$ cat src/rtl/cam_pkg.sv
// ---------------------------------------------------------------------------
// cam_pkg : camera pipeline state encodings, frame geometry and luma weights
// Rev 1.0
// ---------------------------------------------------------------------------
`default_nettype none

package cam_pkg;

    typedef enum logic [1:0] {
        ST_SKIP    = 2'd0,
        ST_SYNC    = 2'd1,
        ST_CAPTURE = 2'd2,
        ST_DROP    = 2'd3
    } cam_state_e;

    localparam int unsigned C_H_ACTIVE = 640;
    localparam int unsigned C_V_ACTIVE = 480;

    localparam logic [7:0] C_W_R = 8'd77;
    localparam logic [7:0] C_W_G = 8'd150;
    localparam logic [7:0] C_W_B = 8'd29;

    // Bit replication keeps full-scale inputs at full scale (31 -> 255, 63 -> 255).
    function automatic logic [7:0] expand5(input logic [4:0] v);
        return {v, v[4:2]};
    endfunction

    function automatic logic [7:0] expand6(input logic [5:0] v);
        return {v, v[5:4]};
    endfunction

endpackage

`default_nettype wire

$ cat src/rtl/rgb565_to_gray.sv
// ---------------------------------------------------------------------------
// rgb565_to_gray : two-stage RGB565 -> 8-bit luma converter with valid strobe
// Rev 1.0
// ---------------------------------------------------------------------------
`default_nettype none

module rgb565_to_gray
    import cam_pkg::*;
(
    input  logic        clk_out,
    input  logic        rst_n,
    input  logic        valid_i,
    input  logic [15:0] pix_i,
    output logic        valid_o,
    output logic [7:0]  y_o
);

    logic        v1_q;
    logic        v2_q;
    logic [15:0] pr_q;
    logic [15:0] pg_q;
    logic [15:0] pb_q;
    logic [7:0]  y_q;
    logic [15:0] sum;

    // Weights total 256, so the 16-bit sum cannot wrap and Y never exceeds 255.
    assign sum = pr_q + pg_q + pb_q;

    always_ff @(posedge clk_out or negedge rst_n) begin
        if (!rst_n) begin
            v1_q <= 1'b0;
            v2_q <= 1'b0;
            pr_q <= 16'h0000;
            pg_q <= 16'h0000;
            pb_q <= 16'h0000;
            y_q  <= 8'h00;
        end else begin
            v1_q <= valid_i;
            v2_q <= v1_q;
            if (valid_i) begin
                pr_q <= 16'(C_W_R) * 16'(expand5(pix_i[15:11]));
                pg_q <= 16'(C_W_G) * 16'(expand6(pix_i[10:5]));
                pb_q <= 16'(C_W_B) * 16'(expand5(pix_i[4:0]));
            end
            if (v1_q) begin
                y_q <= sum[15:8];
            end
        end
    end

    assign valid_o = v2_q;
    assign y_o     = y_q;

endmodule

`default_nettype wire

$ cat src/rtl/cam_fifo_writer.sv
// ---------------------------------------------------------------------------
// cam_fifo_writer : OV7670 DVP capture, grayscale conversion, frame-aligned FIFO writes
// Rev 1.0
// ---------------------------------------------------------------------------
`default_nettype none

module cam_fifo_writer
    import cam_pkg::*;
#(
    parameter int unsigned H_ACTIVE    = C_H_ACTIVE,
    parameter int unsigned V_ACTIVE    = C_V_ACTIVE,
    parameter int unsigned INIT_FRAMES = 2,
    parameter bit          GRAY_OUT    = 1'b1
) (
    input  logic        clk_out,
    input  logic        rst_n,
    input  logic        cam_vsync_i,
    input  logic        cam_href_i,
    input  logic [7:0]  cam_data_i,
    input  logic        full_fifo_i,
    output logic        wr_en_o,
    output logic [15:0] dout_o,
    output logic        frame_done_o,
    output logic        overflow_o,
    output logic        line_err_o
);

    localparam int XW  = $clog2(H_ACTIVE + 1);
    localparam int YW  = $clog2(V_ACTIVE + 1);
    localparam int FCW = (INIT_FRAMES > 0) ? $clog2(INIT_FRAMES + 1) : 1;

    logic        vs_q, vs_qq, hr_q, hr_qq;
    logic [7:0]  data_q;
    logic        vs_fall, vs_rise, hr_fall;

    cam_state_e     state_q, state_d;
    logic [FCW-1:0] fcnt_q, fcnt_d;
    logic           phase_q, phase_d;
    logic [7:0]     hi_q, hi_d;
    logic [XW-1:0]  x_q, x_d;
    logic [YW-1:0]  y_q, y_d;
    logic           ovf_q, ovf_d;
    logic           done_q, done_d;
    logic           lerr_q, lerr_d;

    logic        in_valid;
    logic        in_last;
    logic [15:0] in_pix;
    logic [1:0]  last_pipe_q;
    logic        pipe_valid;
    logic [15:0] pipe_data;
    logic        capturing;
    logic        wr_fire;
    logic        pipe_blocked;

    assign vs_fall = vs_qq & ~vs_q;
    assign vs_rise = ~vs_qq & vs_q;
    assign hr_fall = hr_qq & ~hr_q;
    assign in_pix  = {hi_q, data_q};

    assign capturing    = (state_q == ST_CAPTURE);
    assign wr_fire      = pipe_valid & capturing & ~full_fifo_i;
    assign pipe_blocked = pipe_valid & capturing & full_fifo_i;

    always_ff @(posedge clk_out or negedge rst_n) begin
        if (!rst_n) begin
            vs_q        <= 1'b0;
            vs_qq       <= 1'b0;
            hr_q        <= 1'b0;
            hr_qq       <= 1'b0;
            data_q      <= 8'h00;
            state_q     <= ST_SKIP;
            fcnt_q      <= '0;
            phase_q     <= 1'b0;
            hi_q        <= 8'h00;
            x_q         <= '0;
            y_q         <= '0;
            ovf_q       <= 1'b0;
            done_q      <= 1'b0;
            lerr_q      <= 1'b0;
            last_pipe_q <= 2'b00;
        end else begin
            vs_q        <= cam_vsync_i;
            vs_qq       <= vs_q;
            hr_q        <= cam_href_i;
            hr_qq       <= hr_q;
            data_q      <= cam_data_i;
            state_q     <= state_d;
            fcnt_q      <= fcnt_d;
            phase_q     <= phase_d;
            hi_q        <= hi_d;
            x_q         <= x_d;
            y_q         <= y_d;
            ovf_q       <= ovf_d;
            done_q      <= done_d;
            lerr_q      <= lerr_d;
            last_pipe_q <= {last_pipe_q[0], in_valid & in_last};
        end
    end

    always_comb begin
        state_d  = state_q;
        fcnt_d   = fcnt_q;
        phase_d  = phase_q;
        hi_d     = hi_q;
        x_d      = x_q;
        y_d      = y_q;
        ovf_d    = ovf_q;
        done_d   = 1'b0;
        lerr_d   = 1'b0;
        in_valid = 1'b0;
        in_last  = 1'b0;

        case (state_q)
            ST_SKIP: begin
                if (fcnt_q == FCW'(INIT_FRAMES)) begin
                    state_d = ST_SYNC;
                end else if (vs_fall) begin
                    fcnt_d = fcnt_q + 1'b1;
                end
            end

            ST_SYNC: begin
                if (vs_fall) begin
                    state_d = ST_CAPTURE;
                    x_d     = '0;
                    y_d     = '0;
                    phase_d = 1'b0;
                    ovf_d   = 1'b0;
                end
            end

            ST_CAPTURE: begin
                if (hr_q) begin
                    if (!phase_q) begin
                        hi_d    = data_q;
                        phase_d = 1'b1;
                    end else begin
                        phase_d = 1'b0;
                        // y reaching V_ACTIVE means every pixel of the frame has been issued.
                        if (y_q < YW'(V_ACTIVE)) begin
                            in_valid = 1'b1;
                            in_last  = (x_q == XW'(H_ACTIVE - 1)) && (y_q == YW'(V_ACTIVE - 1));
                            if (x_q == XW'(H_ACTIVE - 1)) begin
                                x_d = '0;
                                y_d = y_q + 1'b1;
                            end else begin
                                x_d = x_q + 1'b1;
                            end
                        end
                    end
                end else if (hr_fall) begin
                    phase_d = 1'b0;
                    if (x_q != '0) begin
                        lerr_d = 1'b1;
                        x_d    = '0;
                        if (y_q < YW'(V_ACTIVE)) begin
                            y_d = y_q + 1'b1;
                        end
                    end
                end

                // Full beats frame completion, which beats an early VSYNC rise.
                if (pipe_blocked) begin
                    state_d = ST_DROP;
                    ovf_d   = 1'b1;
                end else if (wr_fire && last_pipe_q[1]) begin
                    done_d  = 1'b1;
                    state_d = ST_SYNC;
                end else if (vs_rise) begin
                    state_d = ST_SYNC;
                end
            end

            ST_DROP: begin
                if (vs_fall) begin
                    state_d = ST_CAPTURE;
                    x_d     = '0;
                    y_d     = '0;
                    phase_d = 1'b0;
                    ovf_d   = 1'b0;
                end
            end

            default: begin
                state_d = ST_SKIP;
            end
        endcase
    end

    generate
        if (GRAY_OUT) begin : g_gray
            logic [7:0] luma;

            rgb565_to_gray u_gray (
                .clk_out (clk_out),
                .rst_n   (rst_n),
                .valid_i (in_valid),
                .pix_i   (in_pix),
                .valid_o (pipe_valid),
                .y_o     (luma)
            );

            assign pipe_data = {8'h00, luma};
        end else begin : g_raw
            // Matches the converter latency so wr_en timing is independent of GRAY_OUT.
            logic [15:0] raw0_q;
            logic [15:0] raw1_q;
            logic [1:0]  rv_q;

            always_ff @(posedge clk_out or negedge rst_n) begin
                if (!rst_n) begin
                    raw0_q <= 16'h0000;
                    raw1_q <= 16'h0000;
                    rv_q   <= 2'b00;
                end else begin
                    if (in_valid) begin
                        raw0_q <= in_pix;
                    end
                    raw1_q <= raw0_q;
                    rv_q   <= {rv_q[0], in_valid};
                end
            end

            assign pipe_valid = rv_q[1];
            assign pipe_data  = raw1_q;
        end
    endgenerate

    assign wr_en_o      = wr_fire;
    assign dout_o       = pipe_data;
    assign frame_done_o = done_q;
    assign overflow_o   = ovf_q;
    assign line_err_o   = lerr_q;

endmodule

`default_nettype wire
$ cat config.mk
export PLATFORM = sky130hd
export DESIGN_NAME = cam_fifo_writer
export DESIGN_NICKNAME = d
export VERILOG_FILES = /design/src/rtl/cam_pkg.sv /design/src/rtl/rgb565_to_gray.sv /design/src/rtl/cam_fifo_writer.sv
export SDC_FILE = /design/constraint.sdc
export NUM_CORES = 1
export LEC_CHECK = 0
export ABC_AREA = 1
export CORE_MARGIN = 1
export CORE_UTILIZATION = 40
export DETAILED_ROUTE_END_ITERATION = 10
export DONT_BUFFER_PORTS = 1
export MAX_ROUTING_LAYER = met4
export SLEW_MARGIN = 20
export SYNTH_ARGS = -nofsm -noshare
export SYNTH_HDL_FRONTEND = slang
export SYNTH_SLANG_ARGS = --single-unit
$ cat constraint.sdc
create_clock -name clk_out -period 8.4 [get_ports clk_out]
set_clock_uncertainty 0.05 [all_clocks]
set_input_delay 1.68 -clock clk_out [delete_from_list [all_inputs] [get_ports clk_out]]
set_output_delay 1.68 -clock clk_out [all_outputs]
set_load 0.02 [all_outputs]
==> results of run 1 <==
## registers in the layout, summed over array words and instances, names as in the netlist, 8 cells and up
name,flops
g_gray.u_gray.pg_q,15
g_gray.u_gray.pr_q,15
g_gray.u_gray.y_o,8
g_gray.u_gray.pb_q,13
x_q,10
hi_q,8
data_q,8
y_q,9
## worst min-delay path by stage
stage | end | slack (ps) | cells after the start
2_1_floorplan | last_pipe_q[1] | 280 | 0
3_3_place_gp | last_pipe_q[1] | 290 | 0
3_5_place_dp | last_pipe_q[1] | 290 | 0
4_1_cts | last_pipe_q[1] | 310 | 0
5_1_grt | last_pipe_q[1] | 320 | 0
6_report | last_pipe_q[1] | 300 | 0
## cell families after synthesis
family | share of synthesized area, %
flops | 30.45
buf+inv | 9.419
xor+xnor | 1.776
compound gates | 8.255
simple gates | 23.91
mux | 0.1343
other cells | 0.04474
fa+ha+maj | 26.00
## per-stage QoR
step                      util [%]  std cells  cell area (µm²)  hold slack, ps
after global placement       42.18       1305             8591           287.6
after CTS                    43.55       1320             8870           306.3
after detailed placement     42.18       1305             8591           290.5
final                        43.55       1320             8870           303.4
after floorplan                  -       1057             8408           281.2
after global routing         43.55       1320             8870           320.9
## cell type report
| type | count | area (µm²) | area share [%] |
|---|---|---|---|
| Sequential cell | 102 | 2552 | 28.78 |
| Timing Repair Buffer | 1 | 7.507 | 0.08464 |
| Clock inverter | 6 | 53.80 | 0.6066 |
| Multi-Input combinational cell | 765 | 5066 | 57.12 |
| Clock buffer | 9 | 225.2 | 2.539 |
| Inverter | 167 | 626.9 | 7.067 |
| Tap cell | 270 | 337.8 | 3.809 |
## layer usage
metal,wire (µm),vias to the layer above,GRT usage (%),share of wire (%)
met5,0,-,-,0
met1,9163,2888,24.83,53
met2,7538,90,27.42,44
li1,-,3343,-,-
met4,185,0,4.375,1.1
met3,435,9,2.733,2.5
## cells in the final DEF (no fill, tap or decap), types with 6 or more instances in the layout
master and count:
nand2_1 276, inv_1 159, ha_1 115, dfrtp_1 102, nand3_1 79, nor2_1 60, o21ai_0 52, fa_1 37
a21oi_1 36, nand4_1 15, o21ai_2 13, nor3_1 9, xnor2_1 9, clkbuf_16 9, xor2_1 8, conb_1 8
inv_2 7, nand2_2 6
==> impl_metrics.py, run 1 <==
metrics = {
    "cells_and_area": {
        "area_growth_pct": 5.822,
        "nets": 1211,
        "layout-drive-gt1-share_pct": 5.429,
        "fillCellCount": 2019,
        "diodes": 0,
    },
    "sta": {
        "setup_viol": 0,
        "fmax_ghz": 0.2525,
        "hold_viol": 0,
        "period_needed_ps": 3961,
        "tns_ps": 0,
        "slew_headroom_pct": 53.86,
        "finalMaxSlewViolations": 0,
        "tightest_slew_ps": 686.9,
        "worst_slack_ps": 4439,
        "rsz0062_at_grt": "no",
        "final.period_utilization_pct": 47.15,
    },
    "critical_path": {
        "worst-path-buf-inv": 0,
        "end_kind": "primary output",
        "crit_cells": 1,
        "crit_type": "primary input to primary output",
        "cp_max_fo": 2,
        "critical_path_arrival_ps": 2230,
        "reg2reg_slack_ps": 4860,
        "crit_required_ps": 6670,
        "crit_family": "simple AND/OR/NAND/NOR gates",
        "rr_endpoint": "g_gray.u_gray.pg_q[11]",
        "setup.worst_path.start": "full_fifo_i",
        "path_cells": "nor3_1",
        "reg2reg_from": "hi_q[1]",
        "slowest_stage": "nor3_1",
        "crit_end": "wr_en_o",
        "worstRegToRegCells": 13,
        "crit_path_start_kind": "primary input",
        "crit_path_max_incr_delay_ps": 550,
    },
    "clock_network": {
        "cts_resized": 0,
        "clk_path_buf_depth": 2,
        "cts_setup_buffers": 0,
        "cts_tree": "done",
        "path_clk_slew_ps": 70,
        "cts_root_buf": "clkbuf_16",
        "clkSinkCount": 102,
        "numCtsBuffers": 9,
        "h-tree-depth": 3,
        "clk_latency_ps": 360,
        "cts_hold_buf": 0,
    },
    "detailed_routing": {
        "routed_wl_um": 17320,
        "dr_total_vias": 6330,
        "wire_per_inst_um": 13.12,
        "drc": 0,
        "ant_nets": 0,
        "initialDrtViolationCount": 251,
        "firstDrtPassIters": 5,
        "viasPerCell": 4.795,
    },
    "place": {
        "gp_congestion": 0.8745,
        "place_hpwl_um": 13650,
        "dp_slack_ps": 4430,
        "port_buffers": 0,
    },
    "grt": {
        "grt_first_pass_wirelength_um": 29620,
        "grt-ovfl-total": 0,
        "antenna_found_initial": 0,
        "grt_max_degree": 103,
        "grt_pass1_vias": 6023,
        "grt_use_total_pct": 17.91,
    },
    "yosys": {
        "synth_common_cells": "276 x nand2_1, 159 x inv_1, 115 x ha_1, 102 x dfrtp_1, 79 x nand3_1",
        "yosys-top-cells-area": "dfrtp_1 30%, ha_1 17%, nand2_1 12%",
        "yosysMostFrequentCell": "nand2_1",
        "ys_warn_count": 0,
        "synth-main-ff-cell": "dfrtp_1",
        "synth_edf_count": 0,
        "ys_ff_latch": 102,
        "netlist_area_um2": 8382,
        "synth_seq_area_share_pct": 30.45,
        "yosys.area.top_type": "dfrtp_1",
        "yosysUniqueCellTypes": 42,
        "synth_top_area_share_pct": 30.45,
        "synthCells": 1050,
        "synth.avg_cell_area_um2": 7.983,
        "async_reset_ff_share_pct": 100.0,
    },
    "run_status": {
        "outcome": "finished, final reports clean",
    },
    "worst_hold_path": {
        "hp-class": "flip-flop to flip-flop",
        "min_from": "last_pipe_q[0]",
    },
    "floorplan": {
        "core_um2": 20360,
        "die-area_um2": 21540,
        "initial_utilization_pct": 41.16,
        "ios": 33,
        "rows": 52,
        "die_h_um": 146.8,
        "die_w_um": 146.8,
    },
    "job": {
        "cap_violations": 0,
    },
}
Power of run 1 is left out: the tool's default activity adds up to more than one toggle a clock period on the data nets, which glitch-free logic cannot reach.
==> run 2, diff against run 1 <==
clock period = 3.4 ns   (was 8.4 ns; I/O delays follow)
==> run 2 against run 1 <==
  * Clock-buffer cell count is the same
  * Cell area up 1.5%
  * Routed wire length grew 2.1%
  * Register-to-register slack worse by 4700 ps
  * Critical path depth increased by 11
  * Die area is the same
  * First-iteration DRC count up 11%
  * Via count increased by 0.46%
  * Worst setup slack worse by 4300 ps
  * Critical path type is now flip-flop to flip-flop
  * Highest routed layer unchanged
==> impl_metrics.py, run 2 (same netlist as run 1, synthesis figures left out) <==
metrics = {
    "sta": {
        "slew_headroom_pct": 51.23,
        "whs_ps": 170.5,
        "tightest_slew_ps": 725.9,
        "final.period_utilization_pct": 95.71,
        "finalMaxSlewViolations": 0,
        "hold_viol": 0,
        "period_needed_ps": 3254,
        "setup_viol": 0,
        "fmax_ghz": 0.3073,
        "rsz0062_at_grt": "yes",
    },
    "detailed_routing": {
        "initialDrtViolationCount": 279,
        "firstDrtPassIters": 4,
        "wire_per_inst_um": 13.28,
        "ant_nets": 0,
        "dr_total_vias": 6359,
        "viasPerCell": 4.774,
        "drc": 0,
        "routed_wl_um": 17690,
    },
    "critical_path": {
        "crit_path_start_kind": "flip-flop",
        "crit_type": "flip-flop to flip-flop",
        "slowest_stage": "fa_1",
        "crit_required_ps": 3560,
        "cp_common_cell": "ha_1",
        "reg2reg_from": "hi_q[4]",
        "worstRegToRegCells": 12,
        "path_cells": "ha_1 > ha_1 > ha_1 > inv_1 > fa_1 > inv_1 > ha_1 > a21oi_1 > nand2_1 > a21oi_1 > xor2_1 > o21ai_0",
        "cp_max_fo": 5,
        "end_kind": "flip-flop",
        "rr_endpoint": "g_gray.u_gray.pr_q[9]",
        "crit_path_max_incr_delay_ps": 510,
        "reg2reg_slack_ps": 150,
        "critical_path_arrival_ps": 3420,
    },
    "cells_and_area": {
        "top_regs": "g_gray.u_gray.pg_q x15, g_gray.u_gray.pr_q x15, g_gray.u_gray.pb_q x13",
        "diodes": 0,
        "nets": 1223,
        "final_common_cell": "nand2_1",
        "seq_area_um2": 2559,
        "area_growth_pct": 7.434,
        "layout-drive-gt1-share_pct": 7.721,
        "fillCellCount": 2010,
        "final_cell_mix": "275 x nand2_1, 159 x inv_1, 112 x ha_1",
        "multi_input_area_um2": 5101,
    },
    "clock_network": {
        "path_clk_slew_ps": 70,
        "cts_tree": "done",
        "clkSinkCount": 102,
        "h-tree-depth": 3,
        "clk_latency_ps": 350,
        "numCtsBuffers": 9,
        "clk_path_buf_depth": 2,
        "cts_setup_buffers": 0,
        "cts_root_buf": "clkbuf_16",
    },
    "run_status": {
        "outcome": "finished, final reports clean",
    },
    "floorplan": {
        "initial_utilization_pct": 41.16,
        "rows": 52,
        "die-area_um2": 21540,
        "ios": 33,
        "die_h_um": 146.8,
        "core_um2": 20360,
        "die_w_um": 146.8,
    },
    "place": {
        "gp_congestion": 0.8819,
        "port_buffers": 0,
        "place_hpwl_um": 13950,
    },
    "grt": {
        "grt_max_degree": 103,
        "grt_first_pass_wirelength_um": 30300,
        "grt_use_total_pct": 18.29,
        "antenna_found_initial": 0,
        "grt-ovfl-total": 0,
        "grt_pass1_vias": 6177,
    },
    "worst_hold_path": {
        "hp-class": "primary input to asynchronous set/reset pin",
    },
    "job": {
        "cap_violations": 0,
    },
}
-- run 2: cell types whose count changed in the layout (fill, tap and decap cells not counted), sizes merged --
cell,change
buf,+12
clkinv,+3
inv,-2
clkinvlp,-1
-- run 2: repair_timing --
action,in CTS,in global routing
resized for setup,0,15
setup endpoints to repair,0,17
hold buffers,1,0
hold endpoints to repair,102,0
-- run 2: final cells by class --
class	instances	area share (%)
timing repair buffer	13	1.306
inverter	167	6.961
clock buffer	9	2.501
tap	270	3.752
clock inverter	6	0.4168
sequential	102	28.41
multi-input combinational	765	56.65
-- run 2: layer usage --
| layer | wire length, µm | GRT usage, % | up-vias |
|---|---|---|---|
| li1 | - | - | 3374 |
| met2 | 7798 | 28.27 | 79 |
| met4 | 310 | 5.677 | 0 |
| met3 | 479 | 2.919 | 18 |
| met5 | 0 | - | - |
| met1 | 9101 | 24.56 | 2888 |
-- run 2: worst max-delay path by stage --
stage	to	cells after the start	start
6_report	g_gray.u_gray.pr_q[9]	12	hi_q[4]
2_1_floorplan	g_gray.u_gray.pg_q[11]	13	hi_q[1]
5_1_grt	g_gray.u_gray.pg_q[10]	14	data_q[7]
3_5_place_dp	g_gray.u_gray.pg_q[11]	13	data_q[6]
3_3_place_gp	g_gray.u_gray.pr_q[8]	12	hi_q[4]
4_1_cts	g_gray.u_gray.pg_q[11]	13	data_q[6]
-- run 2: per-stage QoR --
step	util (%)	area (µm²)	setup TNS [ps]	cells	setup WS, ps
after floorplan	-	8408	0	1057	217.4
after global placement	42.59	8673	0	1316	139.0
after detailed placement	42.59	8673	0	1316	36.46
after CTS	44.02	8964	0	1332	34.27
after global routing	44.22	9005	-9.617	1332	-5.967
final	44.22	9005	0	1332	145.9
-- run 2: worst max-delay path: cells and delay by family, from the launching register on --
kind                       cells  cell delay, ps
adders and majority gates      5            1730
AOI/OAI and AO/OA              3             480
xor gates and xnor gates       1             160
DFF                            1             450
buffers and inverters          2             100
and+or+nand+nor                1             150
Power of run 2 is left out for the same reason.
